===== config.mk =====
export PLATFORM = sky130hd
export DESIGN_NAME = cash_port_arbiter_flat
export DESIGN_NICKNAME = d
export VERILOG_FILES = /design/src/rtl/cash_port_arbiter_if.sv /design/src/rtl/cash_port_arbiter.sv /design/src/flat_wrapper.sv
export SDC_FILE = /design/constraint.sdc
export NUM_CORES = 1
export LEC_CHECK = 0
export ABC_AREA = 1
export CAP_MARGIN = 20
export CELL_PAD_IN_SITES_DETAIL_PLACEMENT = 1
export CELL_PAD_IN_SITES_GLOBAL_PLACEMENT = 2
export CORE_MARGIN = 4
export CORE_UTILIZATION = 24
export CTS_CLUSTER_SIZE = 25
export DETAILED_ROUTE_END_ITERATION = 7
export PLACE_DENSITY_LB_ADDON = 0.05
export SLEW_MARGIN = 30
export SYNTH_ARGS = -nofsm -noshare
export SYNTH_HDL_FRONTEND = slang
export SYNTH_SLANG_ARGS = --single-unit

===== constraint.sdc =====
create_clock -name clk -period 1.5 [get_ports clk]
set_input_delay 0.375 -clock clk [delete_from_list [all_inputs] [get_ports clk]]
set_output_delay 0.375 -clock clk [all_outputs]
set_load 0.02 [all_outputs]

===== src/rtl/cash_port_arbiter_if.sv =====
// Cache read-port bundle shared by the two requesters and the arbiter.
// The master side drives requests and strobes; the slave side (arbiter) drives grants and the cache port.
interface cash_port_arbiter_if #(
  parameter int unsigned DATA_WIDTH = 8
);
  logic                  i_req0;
  logic                  i_ren0;
  logic [DATA_WIDTH-1:0] i_addr0;
  logic                  i_req1;
  logic                  i_ren1;
  logic [DATA_WIDTH-1:0] i_addr1;
  logic                  o_gnt0;
  logic                  o_gnt1;
  logic                  o_cash_ren;
  logic [DATA_WIDTH-1:0] o_cash_addr;
  logic                  o_busy;

  modport master (
    output i_req0, i_ren0, i_addr0, i_req1, i_ren1, i_addr1,
    input  o_gnt0, o_gnt1, o_cash_ren, o_cash_addr, o_busy
  );

  modport slave (
    input  i_req0, i_ren0, i_addr0, i_req1, i_ren1, i_addr1,
    output o_gnt0, o_gnt1, o_cash_ren, o_cash_addr, o_busy
  );
endinterface


===== src/rtl/cash_port_arbiter.sv =====
// Two-requester round-robin arbiter for the cache read port, with a bounded hold
// time: the owner is preempted after MAX_HOLD cycles while the other side waits.
module cash_port_arbiter #(
  parameter int unsigned DATA_WIDTH = 8,
  parameter int unsigned MAX_HOLD   = 16
) (
  input  logic                 clk,
  input  logic                 rst_n,
  cash_port_arbiter_if.slave   bus
);

  typedef enum logic [1:0] {IDLE, GNT0, GNT1} state_e;

  localparam logic [7:0] HOLD_LAST = 8'(MAX_HOLD - 1);

  state_e                state_q, state_d;
  logic                  last_owner_q, last_owner_d;
  logic [7:0]            hold_cnt_q, hold_cnt_d;
  logic                  gnt0_q, gnt0_d;
  logic                  gnt1_q, gnt1_d;
  logic [DATA_WIDTH-1:0] addr_mux;

  always_comb begin
    state_d      = state_q;
    last_owner_d = last_owner_q;
    hold_cnt_d   = hold_cnt_q;

    case (state_q)
      IDLE: begin
        if (bus.i_req0 && bus.i_req1) state_d = last_owner_q ? GNT0 : GNT1;
        else if (bus.i_req0)          state_d = GNT0;
        else if (bus.i_req1)          state_d = GNT1;
      end
      GNT0: begin
        if (!bus.i_req0)                                state_d = bus.i_req1 ? GNT1 : IDLE;
        else if (bus.i_req1 && hold_cnt_q == HOLD_LAST) state_d = GNT1;
      end
      GNT1: begin
        if (!bus.i_req1)                                state_d = bus.i_req0 ? GNT0 : IDLE;
        else if (bus.i_req0 && hold_cnt_q == HOLD_LAST) state_d = GNT0;
      end
      default: state_d = IDLE;
    endcase

    if (state_d == GNT0 && state_q != GNT0) last_owner_d = 1'b0;
    if (state_d == GNT1 && state_q != GNT1) last_owner_d = 1'b1;

    // Hold time only accrues while the other side is actually waiting.
    if (state_d != state_q)
      hold_cnt_d = '0;
    else if ((state_q == GNT0 && bus.i_req1) || (state_q == GNT1 && bus.i_req0))
      hold_cnt_d = hold_cnt_q + 8'd1;

    gnt0_d = (state_d == GNT0);
    gnt1_d = (state_d == GNT1);
  end

  always_ff @(posedge clk or negedge rst_n) begin
    if (!rst_n) begin
      state_q      <= IDLE;
      last_owner_q <= 1'b1;
      hold_cnt_q   <= '0;
      gnt0_q       <= 1'b0;
      gnt1_q       <= 1'b0;
    end else begin
      state_q      <= state_d;
      last_owner_q <= last_owner_d;
      hold_cnt_q   <= hold_cnt_d;
      gnt0_q       <= gnt0_d;
      gnt1_q       <= gnt1_d;
    end
  end

  always_comb begin
    addr_mux = '0;
    if (gnt0_q)      addr_mux = bus.i_addr0;
    else if (gnt1_q) addr_mux = bus.i_addr1;
  end

  assign bus.o_gnt0      = gnt0_q;
  assign bus.o_gnt1      = gnt1_q;
  assign bus.o_busy      = gnt0_q | gnt1_q;
  assign bus.o_cash_ren  = (gnt0_q & bus.i_ren0) | (gnt1_q & bus.i_ren1);
  assign bus.o_cash_addr = addr_mux;

endmodule


===== src/flat_wrapper.sv =====
// flat-port wrapper written by rule: the top's interface ports become plain ports
module cash_port_arbiter_flat 
#(
  parameter int unsigned DATA_WIDTH = 8,
  parameter int unsigned MAX_HOLD   = 16
)
  (clk, rst_n, bus_i_req0, bus_i_ren0, bus_i_addr0, bus_i_req1, bus_i_ren1, bus_i_addr1, bus_o_gnt0, bus_o_gnt1, bus_o_cash_ren, bus_o_cash_addr, bus_o_busy);
  cash_port_arbiter_if #(.DATA_WIDTH(DATA_WIDTH)) bus_i ();
  input  logic clk;
  input  logic rst_n;
  input wire logic [$bits(bus_i.i_req0)-1:0] bus_i_req0;
  input wire logic [$bits(bus_i.i_ren0)-1:0] bus_i_ren0;
  input wire logic [$bits(bus_i.i_addr0)-1:0] bus_i_addr0;
  input wire logic [$bits(bus_i.i_req1)-1:0] bus_i_req1;
  input wire logic [$bits(bus_i.i_ren1)-1:0] bus_i_ren1;
  input wire logic [$bits(bus_i.i_addr1)-1:0] bus_i_addr1;
  output wire logic [$bits(bus_i.o_gnt0)-1:0] bus_o_gnt0;
  output wire logic [$bits(bus_i.o_gnt1)-1:0] bus_o_gnt1;
  output wire logic [$bits(bus_i.o_cash_ren)-1:0] bus_o_cash_ren;
  output wire logic [$bits(bus_i.o_cash_addr)-1:0] bus_o_cash_addr;
  output wire logic [$bits(bus_i.o_busy)-1:0] bus_o_busy;
  assign bus_i.i_req0 = bus_i_req0;
  assign bus_i.i_ren0 = bus_i_ren0;
  assign bus_i.i_addr0 = bus_i_addr0;
  assign bus_i.i_req1 = bus_i_req1;
  assign bus_i.i_ren1 = bus_i_ren1;
  assign bus_i.i_addr1 = bus_i_addr1;
  assign bus_o_gnt0 = bus_i.o_gnt0;
  assign bus_o_gnt1 = bus_i.o_gnt1;
  assign bus_o_cash_ren = bus_i.o_cash_ren;
  assign bus_o_cash_addr = bus_i.o_cash_addr;
  assign bus_o_busy = bus_i.o_busy;
  cash_port_arbiter #(.DATA_WIDTH(DATA_WIDTH), .MAX_HOLD(MAX_HOLD)) u_core (.clk(clk), .rst_n(rst_n), .bus(bus_i));
endmodule

==> impl_metrics.yaml <==
logic_synthesis:
  synth_cell_types: 28
  synth_edf_count: 0
  syn-cell-area_um2: 918
  synth-main-ff-cell: "dfrtp_1"
  synth_compound_area_share_pct: 7.22
  synthArstFlopShare_pct: 100
  syn_inst: 117
  synth-xor-area-share_pct: 6.68
  synth_nets: 140
  synth_fa_ha_area_share_pct: 1.36
  ys_seq_area_share_pct: 35.6
  muxShareOfSynthArea_pct: 1.23
  yosysWarnings: 0
  yosys.area_share.simple_pct: 42.6
  syn_area_per_cell_um2: 7.85
  synth_top_family_by_area: "simple AND/OR/NAND/NOR gates"
  ys_seq_elements: 13
clock_tree:
  path_clk_slew_ns: 0.05
  cts_tree: "done"
  htreeDepth: 1
  cts_buffer_depth: 2
  numClockSinks: 13
  clk-insertion-delay-late_ns: 0.25
  cts_root_buf: "clkbuf_8"
  postCtsHoldBufs: 0
  cts_buffers: 3
timing:
  drv_slew: 0
  hold_viol: 0
  rsz0062_at_grt: "true"
  finalSetupViolCount: 1
  layout_setup_ws_ns: -0.0443
  slew_headroom_pct: 83.8
  period_needed_ns: 1.54
  finalCritPeriodShare_pct: 103
  fmax_mhz: 648
  worst_slew_pin_slew_ns: 0.243
  clock_skew_ns: 0.00474
floorplan:
  num_rows: 22
  die-area_um2: 4880
  die_h_um: 69.9
  die_w_um: 69.9
  io_pins: 34
  core-area_um2: 3690
  initial_core_util_pct: 24.9
critical_path:
  path_max_fanout: 1
  setup.worst_path.end_class: "output pin"
  startpoint_type: "input port"
  crit_path_max_incr_delay_ns: 0.41
  worstSetupPathType: "input port to output pin"
  rrSetupSlack_ns: 0.08
  path_cells: "clkdlybuf4s50_1, a22o_1, buf_2"
  crit_arrival_ns: 1.17
  worstPathRequired_ns: 1.12
  timing.rr.start: "u_core.hold_cnt_q[1]"
  rr_worst_depth: 8
  r2r_end: "u_core.hold_cnt_q[0]"
  slowest_stage: "clkdlybuf4s50_1"
placement:
  gp_congestion: 0.813
  numPortBuffers: 33
  placedInstanceArea_um2: 1410
  hpwl_mm: 2.25
  numPlacedInstances: 210
routing:
  drc_errors: 0
  final_antenna_net_count: 0
  drtIter0Drc: 21
  via_per_inst: 4.48
  wl_mm: 2.89
  wl_per_cell_um: 13.3
  drtPass1Iterations: 2
  via_count: 977
cells_and_area:
  final_cell_mix: "nand2_1, buf_4, clkdlybuf4s50_1, nand3_1"
  final_common_cell: "nand2_1"
  final_cell_area_um2: 1530
  nNetsFinal: 194
  stdcell_count: 218
  synthToLayoutAreaGrowth_pct: 67.0
  diodes: 0
  drive_gt1_share_pct: 41.8
power:
  vdd_drop_max_mv: 0.527
  power.density_nw_per_um2: 1490
  power.leakage_nw: 0.707
  fin_total_pwr_mw: 2.29
global_route:
  grtUsageTotal_pct: 12.1
  grt_overflow: 0
  antenna_found_initial: 0
  grt_max_degree: 14
  grt_pass1_vias: 992
  grt_pass1_wl_mm: 4.69
status:
  status: "complete, but fails checks"
  violations: "setup timing"
run:
  maxCapViolCount: 0
min_path:
  hold_class: "input port to asynchronous set/reset pin"
==> critical path, delay by kind of cell <==
kind,cells,cell delay [ns]
buffers and inverters,2,0.57
AOI/OAI and AO/OA,1,0.23
==> worst max path at each step <==
stage	endpoint	from	slack, ns
finish	bus_o_cash_ren	bus_i_ren1	-0.04
global route	bus_o_cash_addr[5]	u_core.bus.o_gnt0	-0.07
CTS	bus_o_cash_ren	bus_i_ren1	-0.05
detailed placement	bus_o_cash_addr[3]	bus_i_addr1[3]	-0.48
global placement	bus_o_cash_addr[3]	bus_i_addr1[3]	-0.48
floorplan	bus_o_busy	u_core.bus.o_gnt1	0.11
==> report_power, final <==
| group | switching [mW] | internal, mW |
|---|---|---|
| clock | 0.124 | 0.188 |
| combinational | 0.816 | 0.623 |
| sequential | 0.0905 | 0.444 |
==> registers in the layout, summed over array words and instances (netlist names) <==
signal               flops
u_core.bus.o_gnt0        1
u_core.bus.o_gnt1        1
u_core.hold_cnt_q        8
u_core.last_owner_q      1
u_core.state_q           2
==> synthesized netlist by cell type, types with 2 or more instances <==
cell type / instances / area, um2
clkbuf_1: 2 / 7.51
dfrtp_1: 12 / 300
inv_1: 8 / 30.0
inv_2: 3 / 11.3
nand2_1: 29 / 109
nand2_2: 4 / 25.0
nand3_1: 16 / 80.1
nand3_2: 3 / 30.0
nand4_1: 2 / 12.5
nor2_1: 6 / 22.5
nor2_2: 8 / 50.1
o21ai_0: 2 / 10.0
xor2_1: 7 / 61.3
==> layout make-up <==
cell class              instances  area [um2]
inverters                      11        41.3
multi-input cells              91         599
repair buffers                 51         459
well taps                      48        60.1
flip-flops and latches         13         329
clock buffers                   4        45.0
fillers                       460        2150
==> stage by stage <==
| step | hold slack [ns] | utilization (%) | setup WS [ns] | TNS, ns |
|---|---|---|---|---|
| final | 0.439 | 41.6 | -0.0443 | -0.0443 |
| after global routing | 0.464 | 41.6 | -0.0670 | -0.429 |
| after CTS | 0.447 | 39.3 | -0.0472 | -0.0702 |
| after detailed placement | 0.480 | 38.1 | -0.481 | -7.54 |
| after global placement | 0.479 | 38.1 | -0.481 | -7.03 |
| after floorplan | 0.0794 | - | 0.111 | 0 |
==> routing by layer <==
| metal | up-vias | track usage, % | routed length [um] |
|---|---|---|---|
| met5 | - | 0 | 0 |
| met4 | 0 | 3.19 | 15 |
| met3 | 4 | 4.46 | 158 |
| met2 | 25 | 18.8 | 1320 |
| met1 | 467 | 15.9 | 1400 |
| li1 | 481 | - | - |
==> cell families after synthesis <==
family,count (synthesis)
AOI/OAI and AO/OA,8
xor gates and xnor gates,7
adders and majority gates,1
buffers and inverters,13
DFF,13
muxes,1
and+or+nand+nor,74
==> repair_timing <==
item	in CTS	in global routing
resized for setup	56	17
setup endpoints to repair	20	20
pin swaps	2	7
setup buffers	1	3
Power figures use the tool's default switching activity.
